--- src/rtl/uart_fifo_ctrl.sv ---
// UART TX/RX character buffers between the APB register block and the TSR/RSR shifters.
// Supports FIFO mode or a one-entry holding register, RX error tagging, trigger level, overrun and timeout.
module uart_fifo_ctrl #(
    parameter int DATA_WIDTH = 8,
    parameter int FIFO_DEPTH = 16,
    parameter int TO_CHARS   = 4
) (
    input  logic                          pclk,
    input  logic                          presetn,
    input  logic                          fifoen,
    input  logic                          txclr,
    input  logic                          rxclr,
    input  logic [1:0]                    txfiftl,
    input  logic [1:0]                    rxfiftl,
    input  logic                          tx_wr_en,
    input  logic [DATA_WIDTH-1:0]         tx_wdata,
    input  logic                          tsr_load,
    output logic [DATA_WIDTH-1:0]         tx_data,
    output logic                          tx_empty,
    output logic                          tx_full,
    output logic [$clog2(FIFO_DEPTH):0]   tx_count,
    output logic                          tx_req,
    input  logic                          rx_done,
    input  logic [DATA_WIDTH-1:0]         rx_wdata,
    input  logic [2:0]                    rx_err,
    input  logic                          rbr_rd_en,
    input  logic                          lsr_rd_en,
    input  logic                          char_tick,
    output logic [DATA_WIDTH-1:0]         rx_data,
    output logic [2:0]                    rx_head_err,
    output logic                          rx_empty,
    output logic                          rx_full,
    output logic [$clog2(FIFO_DEPTH):0]   rx_count,
    output logic                          rx_trig,
    output logic                          rx_overrun,
    output logic                          rx_fifo_err,
    output logic                          rx_timeout
);

    localparam int AW = $clog2(FIFO_DEPTH);
    localparam int CW = AW + 1;
    localparam logic [2:0] TO_LVL = 3'(TO_CHARS);

    logic [DATA_WIDTH-1:0] tx_mem  [FIFO_DEPTH];
    logic [DATA_WIDTH-1:0] rx_mem  [FIFO_DEPTH];
    logic [2:0]            rx_emem [FIFO_DEPTH];

    logic [AW-1:0] tx_wp_q, tx_wp_d, tx_rp_q, tx_rp_d;
    logic [AW-1:0] rx_wp_q, rx_wp_d, rx_rp_q, rx_rp_d;
    logic [CW-1:0] tx_cnt_q, tx_cnt_d, rx_cnt_q, rx_cnt_d;
    logic [CW-1:0] err_cnt_q, err_cnt_d;
    logic          ovr_q, ovr_d;
    logic [2:0]    to_cnt_q, to_cnt_d;
    logic          to_q, to_d;
    logic          fifoen_q;

    logic [CW-1:0] cap;
    logic [CW-1:0] rx_lvl, tx_lvl;
    logic          mode_chg, tx_clr, rx_clr;
    logic          tx_push, tx_pop, rx_push, rx_pop;

    assign mode_chg = fifoen_q != fifoen;
    assign tx_clr   = txclr | mode_chg;
    assign rx_clr   = rxclr | mode_chg;
    assign cap      = fifoen ? CW'(FIFO_DEPTH) : CW'(1);

    assign tx_empty = tx_cnt_q == '0;
    assign tx_full  = tx_cnt_q >= cap;
    assign rx_empty = rx_cnt_q == '0;
    assign rx_full  = rx_cnt_q >= cap;

    // A pop frees the slot in the same edge, so a full FIFO still accepts a push alongside a pop.
    assign tx_pop  = tsr_load & ~tx_empty;
    assign tx_push = tx_wr_en & (~tx_full | tx_pop);
    assign rx_pop  = rbr_rd_en & ~rx_empty;
    assign rx_push = rx_done & (~rx_full | rx_pop);

    assign tx_data     = tx_empty ? '0 : tx_mem[tx_rp_q];
    assign rx_data     = rx_empty ? '0 : rx_mem[rx_rp_q];
    assign rx_head_err = rx_empty ? '0 : rx_emem[rx_rp_q];

    always_comb begin
        case (rxfiftl)
            2'd0:    rx_lvl = CW'(1);
            2'd1:    rx_lvl = CW'(FIFO_DEPTH / 4);
            2'd2:    rx_lvl = CW'(FIFO_DEPTH / 2);
            default: rx_lvl = CW'(FIFO_DEPTH - 2);
        endcase
        case (txfiftl)
            2'd0:    tx_lvl = '0;
            2'd1:    tx_lvl = CW'(FIFO_DEPTH / 4);
            2'd2:    tx_lvl = CW'(FIFO_DEPTH / 2);
            default: tx_lvl = CW'(3 * FIFO_DEPTH / 4);
        endcase
    end

    assign tx_count    = tx_cnt_q;
    assign rx_count    = rx_cnt_q;
    assign tx_req      = fifoen ? (tx_cnt_q <= tx_lvl) : tx_empty;
    assign rx_trig     = fifoen ? (rx_cnt_q >= rx_lvl) : ~rx_empty;
    assign rx_overrun  = ovr_q;
    assign rx_fifo_err = (err_cnt_q != '0) & fifoen;
    assign rx_timeout  = to_q;

    always_comb begin
        tx_wp_d  = tx_wp_q;
        tx_rp_d  = tx_rp_q;
        tx_cnt_d = tx_cnt_q;
        if (tx_clr) begin
            tx_wp_d  = '0;
            tx_rp_d  = '0;
            tx_cnt_d = '0;
        end else begin
            if (tx_push) tx_wp_d = tx_wp_q + AW'(1);
            if (tx_pop)  tx_rp_d = tx_rp_q + AW'(1);
            tx_cnt_d = tx_cnt_q + CW'(tx_push) - CW'(tx_pop);
        end
    end

    always_comb begin
        rx_wp_d   = rx_wp_q;
        rx_rp_d   = rx_rp_q;
        rx_cnt_d  = rx_cnt_q;
        err_cnt_d = err_cnt_q;
        ovr_d     = ovr_q;
        to_cnt_d  = to_cnt_q;
        if (rx_clr) begin
            rx_wp_d   = '0;
            rx_rp_d   = '0;
            rx_cnt_d  = '0;
            err_cnt_d = '0;
            ovr_d     = 1'b0;
            to_cnt_d  = '0;
        end else begin
            if (rx_push) rx_wp_d = rx_wp_q + AW'(1);
            if (rx_pop)  rx_rp_d = rx_rp_q + AW'(1);
            rx_cnt_d  = rx_cnt_q + CW'(rx_push) - CW'(rx_pop);
            err_cnt_d = err_cnt_q + CW'(rx_push & (rx_err != '0))
                                  - CW'(rx_pop & (rx_head_err != '0));
            // A new overrun outranks the LSR read that would clear it.
            if (rx_done & ~rx_push)
                ovr_d = 1'b1;
            else if (lsr_rd_en)
                ovr_d = 1'b0;
            if (rx_push | rx_pop | rx_empty)
                to_cnt_d = '0;
            else if (char_tick && to_cnt_q != 3'd7)
                to_cnt_d = to_cnt_q + 3'd1;
        end
        to_d = fifoen & (rx_cnt_d != '0) & (to_cnt_d >= TO_LVL);
    end

    always_ff @(posedge pclk or negedge presetn) begin
        if (!presetn) begin
            tx_wp_q   <= '0;
            tx_rp_q   <= '0;
            tx_cnt_q  <= '0;
            rx_wp_q   <= '0;
            rx_rp_q   <= '0;
            rx_cnt_q  <= '0;
            err_cnt_q <= '0;
            ovr_q     <= 1'b0;
            to_cnt_q  <= '0;
            to_q      <= 1'b0;
            fifoen_q  <= 1'b0;
        end else begin
            tx_wp_q   <= tx_wp_d;
            tx_rp_q   <= tx_rp_d;
            tx_cnt_q  <= tx_cnt_d;
            rx_wp_q   <= rx_wp_d;
            rx_rp_q   <= rx_rp_d;
            rx_cnt_q  <= rx_cnt_d;
            err_cnt_q <= err_cnt_d;
            ovr_q     <= ovr_d;
            to_cnt_q  <= to_cnt_d;
            to_q      <= to_d;
            fifoen_q  <= fifoen;
        end
    end

    // Character storage is not reset; occupancy alone decides what is valid.
    always_ff @(posedge pclk) begin
        if (tx_push & ~tx_clr)
            tx_mem[tx_wp_q] <= tx_wdata;
        if (rx_push & ~rx_clr) begin
            rx_mem[rx_wp_q]  <= rx_wdata;
            rx_emem[rx_wp_q] <= rx_err;
        end
    end

endmodule
--- config.mk ---
export PLATFORM = sky130hd
export DESIGN_NAME = uart_fifo_ctrl
export DESIGN_NICKNAME = d
export VERILOG_FILES = /design/src/rtl/uart_fifo_ctrl.sv
export SDC_FILE = /design/constraint.sdc
export NUM_CORES = 1
export LEC_CHECK = 0
export CORE_ASPECT_RATIO = 1.25
export CORE_UTILIZATION = 65
export DETAILED_ROUTE_END_ITERATION = 12
export GPL_TIMING_DRIVEN = 0
export HOLD_SLACK_MARGIN = 0.08
export PLACE_DENSITY = 0.94
export RECOVER_POWER = 100
export SLEW_MARGIN = 25
export SYNTH_ARGS = -nofsm -noshare
export SYNTH_HDL_FRONTEND = slang
export SYNTH_SLANG_ARGS = --single-unit
--- constraint.sdc ---
create_clock -name pclk -period 7.4 [get_ports pclk]
set_input_delay 1.48 -clock pclk [delete_from_list [all_inputs] [get_ports pclk]]
set_output_delay 1.48 -clock pclk [all_outputs]
set_load 0.1 [all_outputs]
==> results of run 1 <==
==> worst register-to-register path: stages, from the launching register on <==
cell     delay, ns
dfrtp_1       0.37
buf_2         0.25
buf_4         0.30
mux4_2        0.55
mux2i_1       0.14
nand2_1       0.10
o21ai_1       0.24
a31oi_1       0.22
ha_1          0.33
inv_1         0.04
ha_1          0.19
fa_1          0.42
a21oi_1       0.18
nor2_1        0.08
or3_1         0.34
a21oi_1       0.14
==> metrics by stage <==
step / instances / power (mW) / utilization, %
floorplan: 831 / 3.96 / -
global placement: 1179 / 4.45 / 71.4
detailed placement: 1192 / 4.52 / 72.3
CTS: 1250 / 6.08 / 76.9
global route: 1250 / 6.21 / 76.1
finish: 1250 / 6.03 / 76.1
==> state kept, by name, summed over array words and instances (netlist names) <==
signal	flops
err_cnt_q	5
tx_mem	128
rx_overrun	1
rx_count	5
rx_wp_q	4
rx_mem	128
rx_emem	48
tx_rp_q	4
to_cnt_q	3
fifoen_q	1
tx_wp_q	4
tx_count	5
rx_rp_q	4
rx_timeout	1
==> power by group through the flow <==
stage / Sequential [mW] / Clock (mW) / Combinational [mW]
floorplan: 2.36 / 0 / 1.61
global placement: 2.22 / 0 / 2.22
detailed placement: 2.23 / 0 / 2.29
CTS: 2.19 / 1.57 / 2.32
global route: 2.19 / 1.64 / 2.38
finish: 2.19 / 1.58 / 2.26
==> Yosys cell counts, types with 3 or more instances <==
| cell | number | area, um2 |
|---|---|---|
| nand2b_1 | 9 | 56.3 |
| or2_1 | 3 | 18.8 |
| clkbuf_1 | 21 | 78.8 |
| edfxtp_1 | 304 | 9130 |
| buf_6 | 3 | 33.8 |
| and2_1 | 6 | 37.5 |
| xor2_1 | 9 | 78.8 |
| buf_4 | 6 | 45.0 |
| mux4_2 | 63 | 1420 |
| o21ai_1 | 10 | 50.1 |
| o221ai_1 | 8 | 70.1 |
| nor2b_1 | 11 | 68.8 |
| buf_2 | 9 | 45.0 |
| inv_1 | 29 | 109 |
| o32ai_1 | 8 | 70.1 |
| a21oi_1 | 17 | 85.1 |
| fa_1 | 3 | 60.1 |
| a211oi_1 | 8 | 60.1 |
| or3_1 | 6 | 37.5 |
| o21ai_0 | 9 | 45.0 |
| nand2_1 | 20 | 75.1 |
| mux2i_1 | 42 | 420 |
| dfrtp_1 | 37 | 926 |
| nor3_1 | 17 | 85.1 |
| nor2_1 | 49 | 184 |
| ha_1 | 43 | 538 |
| a41oi_1 | 3 | 26.3 |
| a31oi_1 | 5 | 31.3 |
| nand3_1 | 17 | 85.1 |
| nand4_1 | 5 | 31.3 |
| o22ai_1 | 8 | 50.1 |
| xnor2_1 | 10 | 87.6 |
==> path summary, 6_finish.rpt <==
check / from / endpoint / cells after the start
min in group asynchronous: presetn / rx_wp_q[2] / 1
max in group asynchronous: presetn / tx_wp_q[1] / 2
max reg2reg: rx_rp_q[0] / err_cnt_q[4] / 15
min: to_cnt_q[1] / to_cnt_q[1] / 2
min reg2reg: to_cnt_q[1] / to_cnt_q[1] / 2
max: fifoen / rx_full / 8
==> cell families after synthesis <==
kind of cell	count (synthesis)	share of synthesized area, %
flip-flops	341	69.6
AND/OR/NAND/NOR	152	5.25
multiplexers	110	13.3
AO/OA/AOI/OAI	89	4.13
buffers and inverters	74	2.42
adder cells (fa/ha/maj)	46	4.14
XOR/XNOR	19	1.15
==> cell type report <==
| class | instances | area [um2] |
|---|---|---|
| sequential | 341 | 10100 |
| fill | 1151 | 5180 |
| multi-input combinational | 416 | 4040 |
| clock buffer | 39 | 816 |
| timing repair buffer | 82 | 733 |
| tap | 279 | 349 |
| buffer | 41 | 226 |
| clock inverter | 19 | 175 |
| inverter | 33 | 124 |
==> per-layer routing <==
metal,track usage [%],up-vias,routed length (um)
li1,-,3492,-
met5,0,-,0
met3,5.06,117,2410
met4,14.8,0,1580
met2,57.5,523,18700
met1,35.7,4194,11500
==> results.json, run 1 <==
{
  "grt-ovfl-total": 0,
  "cp.required_ns": 5.92,
  "dp_hpwl_mm": 22.9,
  "p_int_mw": 3.62,
  "first_pass_iters": 5,
  "post_cts_buffers": 0,
  "crit_path_cell_trace": "dlygate4sd3_1 > clkbuf_1 > inv_1 > ha_1 > nand3b_1 > a41oi_1 > or2_1 > dlygate4sd3_1",
  "setup_violations": 0,
  "cts_hold_buffers": 0,
  "status": "completed",
  "drc_errors": 0,
  "synth_edf_count": 304,
  "place_congestion": 0.964,
  "initial_core_util_pct": 66.6,
  "area_delta_synth_final_pct": 14.3,
  "die_x_um": 135,
  "synth.distinct_cells": 57,
  "yosysWarnings": 0,
  "slew_headroom_pct": 3.18,
  "min_period_ns": 6.25,
  "syn_inst": 831,
  "core_area_um2": 21700,
  "postPlaceCellArea_um2": 15700,
  "cts_tree": "done",
  "synth_area_um2": 14500,
  "critPathCaptureType": "output port",
  "clockBufferDepth": 3,
  "clk_latency_ns": 0.57,
  "die_height_um": 169,
  "combPwrFrac_pct": 37.5,
  "vdd_drop_max_mv": 0.626,
  "worst-path-buf-inv": 4,
  "cts-buffers-inserted": 31,
  "clock_sinks": 341,
  "antenna_found_initial": 0,
  "power.switching_mw": 2.41,
  "wl_per_cell_um": 27.3,
  "grt_pass1_vias": 8689,
  "synth-seq-cells": 341,
  "p_clk_share_pct": 26.2,
  "worst_hold_path_type": "reg2reg",
  "port_buffers": 69,
  "ant_nets": 0,
  "n_antenna_cell": 0,
  "drive_gt1_share_pct": 13.7,
  "routed_wl_mm": 34.1,
  "clk_pin_slew_ns": 0.06,
  "skew_ns": 0.0239,
  "async_flop_share_pct": 10.9,
  "htreeDepth": 1,
  "grt_max_degree": 20,
  "cp_max_fo": 7,
  "fin_setup_tns_ns": 0,
  "drv_cap": 0,
  "final_cell_mix": "304 x edfxtp_1, 63 x mux4_2, 58 x dlygate4sd3_1, 49 x nor2_1, 43 x ha_1",
  "mostFrequentLayoutCell": "edfxtp_1",
  "hold_ws_ns": 0.541,
  "yosysSeqAreaShare_pct": 69.6,
  "ff2ff_setup_slack_ns": 3.42,
  "postLayoutCellArea_um2": 16500,
  "drt_iter0_drc": 907,
  "grt_pass1_wl_mm": 51.5,
  "cp_top_family": "buffers and inverters",
  "fin_ws_ns": 1.15,
  "fmax_mhz": 160,
  "final_nets": 1026,
  "slowest_delay_ns": 1.20,
  "path_class": "in2out",
  "die-area_um2": 22800,
  "finalCritPeriodShare_pct": 84.4,
  "hold_viol": 0,
  "clockRootBuffer": "clkbuf_16",
  "cp_slowest_cell": "dlygate4sd3_1",
  "crit_path_start_kind": "input port",
  "vias": 8326,
  "rows": 60,
  "via_per_inst": 6.66,
  "arrival_ns": 4.77,
  "dp_worst_setup_slack_ns": 1.43,
  "p_per_area_nw_per_um2": 365,
  "cts_resized": 0,
  "leakagePower_nw": 5.49,
  "swShare_pct": 40.0,
  "final_max_slew_viol_count": 0,
  "yosys_most_used_dff": "edfxtp_1",
  "rsz0062_at_grt": "false",
  "crit_path_frequent_cell": "dlygate4sd3_1",
  "ioPinCount": 72,
  "tightest_slew_ns": 1.44,
  "groute.usage.overall_pct": 31.4,
  "syn_nets": 911,
  "avgSynthCellArea_um2": 17.4,
  "seqPwrFrac_pct": 36.3
}
Note: power is estimated with default switching activity, not from simulation.
==> inputs of run 2 (changes only) <==
CORE_UTILIZATION = 60   (was 65)
PLACE_DENSITY = 0.89   (was 0.94)
clock period = 6.2 ns   (was 7.4 ns; I/O delays follow)
==> run 2 against run 1 <==
  * Register-to-register slack got worse by 1.3 ns
  * Critical path depth did not move
  * The flow now finishes with violations (capacitance limit, slew limit)
  * Wire length fell by 10%
  * Final cell count rose by 0.88%
  * Sequential share of layout area rose by 0.13 points
  * Worst hold slack barely moved
  * Critical path type unchanged
==> results.json, run 2 (synthesis results as in run 1) <==
{
  "setup_violations": 0,
  "post_cts_buffers": 0,
  "cp.required_ns": 4.96,
  "cts_hold_buffers": 0,
  "slowest_delay_ns": 1.21,
  "area_delta_synth_final_pct": 14.1,
  "port_buffers": 69,
  "final_cells": 1261,
  "startpoint": "fifoen",
  "cp_max_fo": 7,
  "die-area_um2": 24700,
  "hold_viol": 0,
  "clockRootBuffer": "clkbuf_16",
  "final_max_slew_viol_count": 31,
  "final_nets": 1025,
  "leakagePower_nw": 5.46,
  "slew_headroom_pct": -13.4,
  "biggestRegsByFlops": "rx_mem (128), tx_mem (128), rx_emem (48)",
  "critPathCaptureType": "output port",
  "grt_pass1_vias": 8386,
  "reg2reg_depth": 16,
  "r2r-start": "rx_count[2]",
  "finalCritPeriodShare_pct": 92.3,
  "initial_core_util_pct": 61.1,
  "mostFrequentLayoutCell": "edfxtp_1",
  "min_period_ns": 5.72,
  "ioPinCount": 72,
  "wl_per_cell_um": 24.2,
  "path_class": "in2out",
  "clockBufferDepth": 3,
  "cts-buffers-inserted": 30,
  "rsz0062_at_grt": "false",
  "first_pass_iters": 5,
  "place_inst": 1205,
  "endpoint": "tx_full",
  "crit_path_frequent_cell": "dlygate4sd3_1",
  "via_per_inst": 6.31,
  "crit_path_start_kind": "input port",
  "postPlaceCellArea_um2": 15700,
  "grt_max_degree": 31,
  "htreeDepth": 1,
  "postLayoutCellArea_um2": 16500,
  "dp_hpwl_mm": 20.7,
  "routed_wl_mm": 30.6,
  "cp_slowest_cell": "dlygate4sd3_1",
  "clk_pin_slew_ns": 0.06,
  "drc_errors": 0,
  "hold_ws_ns": 0.542,
  "grt-ovfl-total": 0,
  "cts_tree": "done",
  "ff2ff_setup_slack_ns": 2.12,
  "cts_resized": 0,
  "clk_latency_ns": 0.55,
  "core_area_um2": 23600,
  "arrival_ns": 4.48,
  "clock_sinks": 341,
  "grt_pass1_wl_mm": 46.7,
  "worst_hold_path_type": "reg2reg",
  "p_per_area_nw_per_um2": 429,
  "drt_iter0_drc": 753,
  "final_cell_mix": "304 x edfxtp_1, 63 x mux4_2, 58 x dlygate4sd3_1, 49 x nor2_1, 43 x ha_1",
  "vdd_drop_max_mv": 0.378,
  "r2r_end": "err_cnt_q[4]",
  "drive_gt1_share_pct": 13.4,
  "skew_ns": 0.0109,
  "crit_path_cell_trace": "dlygate4sd3_1 > clkbuf_1 > inv_1 > ha_1 > nand3b_1 > a41oi_1 > or2_0 > dlygate4sd3_1",
  "ant_nets": 0,
  "groute.usage.overall_pct": 25.4,
  "violations": "capacitance limit, slew limit",
  "drv_cap": 1,
  "fin_ws_ns": 0.476,
  "die_x_um": 141,
  "fmax_mhz": 175,
  "place_congestion": 0.859,
  "fin_setup_tns_ns": 0,
  "tightest_slew_ns": 1.70,
  "dp_worst_setup_slack_ns": 0.743,
  "rows": 63,
  "vias": 7960,
  "status": "finished, violations left",
  "die_height_um": 176,
  "antenna_found_initial": 0,
  "n_antenna_cell": 0
}
[run 2: cell type report]
class                   instances  area (um2)
inverters                      33         124
flip-flops and latches        341       10100
repair buffers                 82         733
clock buffers                  36         795
multi-input cells             416        4040
well taps                     292         365
fillers                      1484        7160
clock inverters                20         145
plain buffers                  41         226
[run 2: metrics by stage]
step,power (mW),utilization [%]
floorplan,4.73,-
global placement,5.32,65.6
detailed placement,5.39,66.4
CTS,7.17,70.3
global route,7.31,69.7
finish,7.07,69.7
[run 2: critical path, delay by kind of cell]
kind                       cells  cell delay (ns)
buffers and inverters          4             2.32
AOI/OAI and AO/OA              1             0.32
adders and majority gates      1             0.33
and+or+nand+nor                2             0.28
[run 2: how the worst min path moves through the flow]
stage	start	to	cells after the start
final	to_cnt_q[1]	to_cnt_q[1]	2
after global routing	to_cnt_q[1]	to_cnt_q[1]	2
after CTS	presetn	rx_wp_q[0]	1
after detailed placement	to_cnt_q[1]	to_cnt_q[1]	2
after global placement	to_cnt_q[1]	to_cnt_q[1]	2
after floorplan	to_cnt_q[1]	to_cnt_q[1]	2
[run 2: power by group]
part / total [mW] / switching, mW / internal (mW)
clock network: 1.79 / 0.795 / 0.992
registers: 2.61 / 0.0498 / 2.56
logic: 2.67 / 1.97 / 0.703
[run 2: layer usage]
metal	track usage [%]	vias up	routed length [um]
met2	46.0	368	16400
met1	29.7	4013	11200
met3	3.93	76	1850
li1	-	3503	-
met4	11.6	0	1080
met5	0	-	0
